===== src/rtl/vga_timing_gen.sv =====
// -----------------------------------------------------------------------------
// vga_timing_gen
//   Parametrised VGA raster timing generator. A horizontal/vertical counter pair
//   walks the raster (active, front porch, sync, back porch). The current
//   position is exposed combinationally so a pixel source can present a colour.
//   Sync, display enable, colour and the line/frame strobes are registered one
//   enabled cycle later. All state advances only on edges where en=1, so en is
//   a true clock enable and no gated clock is needed.
//
// Ports
//   clk25MHz    in   pixel clock
//   rst         in   asynchronous reset, active-high
//   en          in   pixel clock enable
//   colors      in   {R,G,B} pixel colour, sampled while need_pixel=1
//   need_pixel  out  counter position is visible; source must present colors
//   pixel_x     out  visible column of the requested pixel, 0 when not visible
//   pixel_y     out  visible row of the requested pixel, 0 when not visible
//   hsync       out  horizontal sync, asserted level H_POL, registered
//   vsync       out  vertical sync, asserted level V_POL, registered
//   de          out  display enable, aligned with red/green/blue
//   red/green/blue out colour channels, 0 while de=0
//   line_start  out  one-enabled-cycle pulse for h_cnt=0
//   frame_start out  one-enabled-cycle pulse for h_cnt=0 and v_cnt=0
// -----------------------------------------------------------------------------
module vga_timing_gen #(
  parameter int unsigned H_ACTIVE = 640,
  parameter int unsigned H_FP     = 16,
  parameter int unsigned H_SYNC   = 96,
  parameter int unsigned H_BP     = 48,
  parameter int unsigned V_ACTIVE = 480,
  parameter int unsigned V_FP     = 10,
  parameter int unsigned V_SYNC   = 2,
  parameter int unsigned V_BP     = 33,
  parameter bit          H_POL    = 1'b0,
  parameter bit          V_POL    = 1'b0,
  parameter int unsigned R_W      = 3,
  parameter int unsigned G_W      = 3,
  parameter int unsigned B_W      = 2
) (
  input  logic                     clk25MHz,
  input  logic                     rst,
  input  logic                     en,
  input  logic [R_W+G_W+B_W-1:0]   colors,
  output logic                     need_pixel,
  output logic [9:0]               pixel_x,
  output logic [9:0]               pixel_y,
  output logic                     hsync,
  output logic                     vsync,
  output logic                     de,
  output logic [R_W-1:0]           red,
  output logic [G_W-1:0]           green,
  output logic [B_W-1:0]           blue,
  output logic                     line_start,
  output logic                     frame_start
);

  localparam int unsigned H_TOT   = H_ACTIVE + H_FP + H_SYNC + H_BP;
  localparam int unsigned V_TOT   = V_ACTIVE + V_FP + V_SYNC + V_BP;
  localparam int unsigned MAX_TOT = (H_TOT > V_TOT) ? H_TOT : V_TOT;
  localparam int unsigned CW      = $clog2(MAX_TOT);
  localparam int unsigned CLR_W   = R_W + G_W + B_W;

  // Raster landmarks, sized to the counters so comparisons stay width-matched.
  localparam logic [CW-1:0] H_ACT_END = CW'(H_ACTIVE);
  localparam logic [CW-1:0] H_SYNC_LO = CW'(H_ACTIVE + H_FP);
  localparam logic [CW-1:0] H_SYNC_HI = CW'(H_ACTIVE + H_FP + H_SYNC);
  localparam logic [CW-1:0] H_LAST    = CW'(H_TOT - 1);
  localparam logic [CW-1:0] V_ACT_END = CW'(V_ACTIVE);
  localparam logic [CW-1:0] V_SYNC_LO = CW'(V_ACTIVE + V_FP);
  localparam logic [CW-1:0] V_SYNC_HI = CW'(V_ACTIVE + V_FP + V_SYNC);
  localparam logic [CW-1:0] V_LAST    = CW'(V_TOT - 1);

  // Reject timings that cannot be laid out or do not fit the 10-bit position ports.
  if (H_ACTIVE == 0 || H_FP == 0 || H_SYNC == 0 || H_BP == 0 ||
      V_ACTIVE == 0 || V_FP == 0 || V_SYNC == 0 || V_BP == 0 ||
      R_W == 0 || G_W == 0 || B_W == 0) begin : g_zero_param
    $error("vga_timing_gen: width/porch parameters must be non-zero");
  end
  if (H_TOT > 1024 || V_TOT > 1024) begin : g_too_large
    $error("vga_timing_gen: H_TOT/V_TOT must not exceed 1024");
  end

  logic [CW-1:0]    h_cnt;
  logic [CW-1:0]    v_cnt;
  logic             h_last;
  logic             v_last;
  logic             in_hsync;
  logic             in_vsync;
  logic [CLR_W-1:0] rgb_q;

  assign h_last = (h_cnt == H_LAST);
  assign v_last = (v_cnt == V_LAST);

  // ---------------------------------------------------------------------------
  // Stage 0: raster counters
  // ---------------------------------------------------------------------------
  // NOTE: state registers use non-blocking assignments so every flop samples
  // the pre-edge value of its neighbours, regardless of process ordering.
  always_ff @(posedge clk25MHz or posedge rst) begin
    if (rst) begin
      h_cnt <= '0;
      v_cnt <= '0;
    end else if (en) begin
      if (h_last) begin
        h_cnt <= '0;
        // The vertical counter steps on the same edge the line wraps.
        v_cnt <= v_last ? '0 : v_cnt + CW'(1);
      end else begin
        h_cnt <= h_cnt + CW'(1);
      end
    end
  end

  assign need_pixel = (h_cnt < H_ACT_END) && (v_cnt < V_ACT_END);
  assign pixel_x    = need_pixel ? 10'(h_cnt) : 10'd0;
  assign pixel_y    = need_pixel ? 10'(v_cnt) : 10'd0;

  assign in_hsync = (h_cnt >= H_SYNC_LO) && (h_cnt < H_SYNC_HI);
  assign in_vsync = (v_cnt >= V_SYNC_LO) && (v_cnt < V_SYNC_HI);

  // ---------------------------------------------------------------------------
  // Stage 1: pin registers, one enabled cycle behind the counters
  // ---------------------------------------------------------------------------
  always_ff @(posedge clk25MHz or posedge rst) begin
    if (rst) begin
      de          <= 1'b0;
      rgb_q       <= '0;
      hsync       <= ~H_POL;
      vsync       <= ~V_POL;
      line_start  <= 1'b0;
      frame_start <= 1'b0;
    end else if (en) begin
      de          <= need_pixel;
      // Blanking forces black so the DAC never sees stray source data.
      rgb_q       <= need_pixel ? colors : '0;
      hsync       <= in_hsync ? H_POL : ~H_POL;
      vsync       <= in_vsync ? V_POL : ~V_POL;
      line_start  <= (h_cnt == '0);
      frame_start <= (h_cnt == '0) && (v_cnt == '0);
    end
  end

  assign red   = rgb_q[CLR_W-1 -: R_W];
  assign green = rgb_q[G_W+B_W-1 -: G_W];
  assign blue  = rgb_q[B_W-1:0];

endmodule


===== config.mk =====
export PLATFORM = sky130hd
export DESIGN_NAME = vga_timing_gen
export DESIGN_NICKNAME = d
export VERILOG_FILES = /design/src/rtl/vga_timing_gen.sv
export SDC_FILE = /design/constraint.sdc
export NUM_CORES = 1
export LEC_CHECK = 0
export CAP_MARGIN = 20
export CELL_PAD_IN_SITES_DETAIL_PLACEMENT = 1
export CELL_PAD_IN_SITES_GLOBAL_PLACEMENT = 2
export CORE_UTILIZATION = 37
export DETAILED_ROUTE_END_ITERATION = 8
export DONT_BUFFER_PORTS = 1
export PLACE_DENSITY_LB_ADDON = 0.3
export SLEW_MARGIN = 20
export SYNTH_ARGS = -nofsm -noshare
export SYNTH_HDL_FRONTEND = slang
export SYNTH_SLANG_ARGS = --single-unit

===== constraint.sdc =====
create_clock -name clk25MHz -period 2.27 [get_ports clk25MHz]
set_clock_uncertainty 0.15 [all_clocks]
set_input_delay 0.454 -clock clk25MHz [delete_from_list [all_inputs] [get_ports clk25MHz]]
set_output_delay 0.454 -clock clk25MHz [all_outputs]
set_load 0.005 [all_outputs]

# Word-level counts from Yosys, hierarchy flattened
# Cells that the tools add are included.
[word_totals]
elab_cells = 32
reg_bits = 33
in_bits = 11
[op_classes]
n_lt_le_gt_ge = 6
addsub = 2
eq_ne = 2
n_reduce_logical = 7
n_mux = 7
[ops]
columns = ["op", "n"]
rows = [
  ["10-bit 2-to-1 mux", 4],
  ["10-bit by 1-bit adder with 10-bit output, second input constant", 2],
  ["10-bit equality test, second input constant", 2],
  ["10-bit zero test", 2],
  ["10-bit < comparator, second input constant", 2],
  ["10-bit by 9-bit < comparator with 1-bit output, second input constant", 2],
  ["10-bit greater-or-equal comparator, second input constant", 1],
  ["10-bit by 9-bit greater-or-equal comparator with 1-bit output, second input constant", 1],
  ["8-bit 2-to-1 mux", 1],
  ["1-bit logical AND", 4],
  ["1-bit 2-to-1 mux", 2],
  ["2-bit AND reduction", 1],
]

# Longest topological paths before layout
[logic_depth]
word_depth = 3
depth_mapped = 8
depth_no_buf = 6

# Worst setup path after synthesis
# No wires, ideal clock.
[synth_timing]
kind = "register to output"
from = "register h_cnt[7]"
to = "output port pixel_x[7]"
path_stages_with_launch = 9
t_arrival_ns = 1.588
t_required_ns = 1.666
path_buffers = 3
setup_slack_ns = 0.078
cell_sequence = "dfrtp_1 -> buf_2 -> o21ai_0 -> nand2_1 -> or2_2 -> clkbuf_1 -> inv_1 -> clkbuf_1 -> and2_1"
[synth_between]
elab_chain_cells = 3
[synth_rtl]
columns = ["item", "line", "source"]
rows = [
  ["from (decl)", "83", "logic [CW-1:0] h_cnt;"],
  ["from (signal assigned)", "109", "h_cnt <= h_cnt + CW'(1);"],
  ["10-bit < comparator", "114", "assign need_pixel = (h_cnt < H_ACT_END) && (v_cnt < V_ACT_END);"],
  ["1-bit logical AND", "114", ""],
  ["named net need_pixel", "44", "output logic need_pixel,"],
  ["10-bit 2-to-1 mux", "115", "assign pixel_x = need_pixel ? 10'(h_cnt) : 10'd0;"],
  ["to (decl)", "45", "output logic [9:0] pixel_x,"],
]
# The timed path passes the listed nets, and every way through them passes these cells.

# Worst setup path after layout
[layout_timing]
from = "register v_cnt[7]"
to = "output port pixel_y[6]"
[layout_between]
elab_chain_cells = 3
[layout_rtl]
columns = ["item", "line", "source"]
rows = [
  ["from (decl)", "84", "logic [CW-1:0] v_cnt;"],
  ["from (signal assigned)", "107", "v_cnt <= v_last ? '0 : v_cnt + CW'(1);"],
  ["10-bit by 9-bit < comparator with 1-bit output", "114", ""],
  ["1-bit logical AND", "114", ""],
  ["10-bit 2-to-1 mux", "116", "assign pixel_y = need_pixel ? 10'(v_cnt) : 10'd0;"],
  ["to (decl)", "46", "output logic [9:0] pixel_y,"],
]
# No other way between the ends.

==> impl_metrics.env <==
export IMPL_n_fill_cell=531
export IMPL_hold_violations=11
export IMPL_p_per_area_nw_per_um2=800.2
export IMPL_seqCellArea_sq_um=833.3
export IMPL_slew_viol_final=0
export IMPL_cts_root_buf="clkbuf_8"
export IMPL_worstHoldPathType="in2async"
export IMPL_antenna_cells=0
export IMPL_hpwl_mm=3.253
export IMPL_critPathKind="reg2out"
export IMPL_start_util_pct=39.54
export IMPL_synth_edff_count=0
export IMPL_wl_mm=4.602
export IMPL_synth_flop_cell="dfrtp_1"
export IMPL_setup_viol=0
export IMPL_die_w_um=71.15
export IMPL_wl_per_cell_um=17.63
export IMPL_ys_types=41
export IMPL_multi_input_area_sq_um=820.8
export IMPL_rows=24
export IMPL_ys_seq_area_share_pct=46.82
export IMPL_clk_pin_slew_ps=70
export IMPL_die_area_sq_um=5062
export IMPL_regToRegSetupSlack_ps=150
export IMPL_drive_above_1_share_pct=21.05
export IMPL_dp_cells=244
export IMPL_outcome="finished with violations"
export IMPL_grt_pass1_wl_mm=7.555
export IMPL_post_route_period_util_pct=96.94
export IMPL_p_total_uw=1660
export IMPL_vias=1436
export IMPL_clock_fmax_mhz=454.5
export IMPL_ys_ff_latch=33
export IMPL_grt_overflow_total=0
export IMPL_drt_iter0_markers=84
export IMPL_grt_pass1_vias=1556
export IMPL_hold_ws_ps=-6.362
export IMPL_leakagePower_uw=0.0009668
export IMPL_synthArstFlopShare_pct=100.0
export IMPL_postRouteAntennaNets=0
export IMPL_yosysWarnings=0
export IMPL_cts_tree="done"
export IMPL_synthCells=190
export IMPL_violations="negative hold slack"
export IMPL_syn_area_sq_um=1769
export IMPL_arrival_ps=1600
export IMPL_dr_pass1_iters=4
export IMPL_peakVddDrop_mv=0.4747
export IMPL_drv_cap=0
export IMPL_cts_made_buffers=5
export IMPL_cp_max_fo=6
export IMPL_fp_dieH_um=71.15
export IMPL_cts_sinks=33
export IMPL_cts_max_level=2
export IMPL_final_util_pct=46.36
export IMPL_postSynthAreaPerCell_sq_um=9.312
export IMPL_cts_hold_buf=0
export IMPL_grt_max_degree=34
export IMPL_gp_congestion=0.8521
export IMPL_area_delta_synth_final_pct=17.26
export IMPL_viasPerCell=5.502
export IMPL_grt_usage_pct=19.51
export IMPL_start_kind="register"
export IMPL_coreArea_sq_um=4474
export IMPL_synth_fp_nets=205
export IMPL_cts_buffer_depth=2
export IMPL_drcViolationCount=0
export IMPL_io_pins=45
export IMPL_final_nets=223
export IMPL_final_cells=261
export IMPL_portBuffers=0
export IMPL_cp_required_ps=1670
export IMPL_worstSkewPairLatency_ps=290
export IMPL_period_minus_slack_ps=2200
export IMPL_end_kind="primary output"
export IMPL_antenna_found_initial=0
power by group:
group / switching [uW] / total, uW / internal, uW
clock: 228 / 586 / 358
sequential: 93.9 / 756 / 663
combinational: 174 / 317 / 143
total: 497 / 1660 / 1160
timing repair:
item	in CTS	in global routing
pin swaps	0	1
setup buffers	0	9
gates resized for setup	2	8
endpoints found under the setup margin	10	14
through the flow:
step / setup WS [ps] / cell area [sq um] / setup TNS, ps
floorplan: 78.24 / 1769 / 0
global placement: 225.4 / 1873 / 0
detailed placement: 171.8 / 1873 / 0
CTS: 3.887 / 1991 / 0
global route: -17.95 / 2074 / -61.58
finish: 69.54 / 2074 / 0
cells in the final DEF (no fill, tap or decap), types with 3 or more instances in the layout:
cell type,count
and2_1,13
buf_4,21
nor3_1,3
and3_1,3
dfrtp_1,27
nand2_1,17
xor2_1,4
nor4_1,3
nor2_1,13
nand4_1,5
ha_1,4
dfrtp_2,4
clkbuf_8,6
o21ai_0,5
o22ai_1,10
xnor2_1,6
inv_1,17
nand3_1,12
critical path, stage by stage, from the launching register on:
cell and delay (ps):
dfrtp_2 430, nand4_1 130, nand2_1 60, or2_2 310, inv_4 90, buf_4 140
and2_1 150
cell usage after synthesis (all sizes together), types with 2 or more instances:
cell / n / area, sq um
dfrtp: 31 / 775.7
inv: 18 / 67.56
nand2: 17 / 63.81
and2: 14 / 87.58
nor2: 13 / 48.80
nand3: 12 / 60.06
o22ai: 10 / 62.56
buf: 6 / 38.79
nand4: 6 / 52.55
o21ai: 6 / 30.03
xnor2: 6 / 52.55
clkbuf: 5 / 20.01
nor4: 5 / 43.79
ha: 4 / 50.05
xor2: 4 / 35.03
and3: 3 / 18.77
nor3: 3 / 15.01
a21boi: 2 / 15.01
a21oi: 2 / 10.01
dfstp: 2 / 52.55
mux2: 2 / 22.52
mux2i: 2 / 20.02
nor2b: 2 / 12.51
o31ai: 2 / 15.01
or2: 2 / 12.52
or3: 2 / 12.51
worst paths after layout:
check | startpoint | to | cells after the start
worst min-delay path | rst | rgb_q[1] | 2
worst max-delay path | v_cnt[7] | pixel_y[6] | 6
worst max register to register | v_cnt[5] | v_cnt[9] | 5
max in group asynchronous | rst | hsync | 2
min in group clk25MHz | en | vsync | 1
worst min register to register | h_cnt[6] | h_cnt[6] | 1
flip-flops by register name, indices dropped and copies added, names as in the netlist:
signal,flops
de,1
frame_start,1
vsync,1
h_cnt,10
rgb_q,8
v_cnt,10
hsync,1
line_start,1
metal layers:
| layer | share of wire (%) | global-route usage, % | up-vias |
|---|---|---|---|
| met1 | 44 | 23.08 | 720 |
| met3 | 5.0 | 6.125 | 8 |
| met5 | 0 | 0 | - |
| met2 | 50 | 33.02 | 33 |
| met4 | 1.6 | 7.556 | 0 |
| li1 | - | - | 675 |
kinds of logic after synthesis:
family / synth area share (%)
flip-flops: 46.82
XOR/XNOR: 4.950
AND/OR/NAND/NOR: 25.60
multiplexers: 2.404
other: 0.2120
buffers and inverters: 7.142
AO/OA/AOI/OAI: 10.04
adder cells (fa/ha/maj): 2.829
cell type report:
| class | instances | share of cell area [%] |
|---|---|---|
| Sequential cell | 33 | 40.17 |
| Multi-Input combinational cell | 128 | 39.57 |
| Timing Repair Buffer | 22 | 8.142 |
| Clock buffer | 7 | 4.162 |
| Inverter | 18 | 3.378 |
| Tap cell | 52 | 3.136 |
| Clock inverter | 1 | 1.448 |
Note: power is estimated with default switching activity, not from simulation.
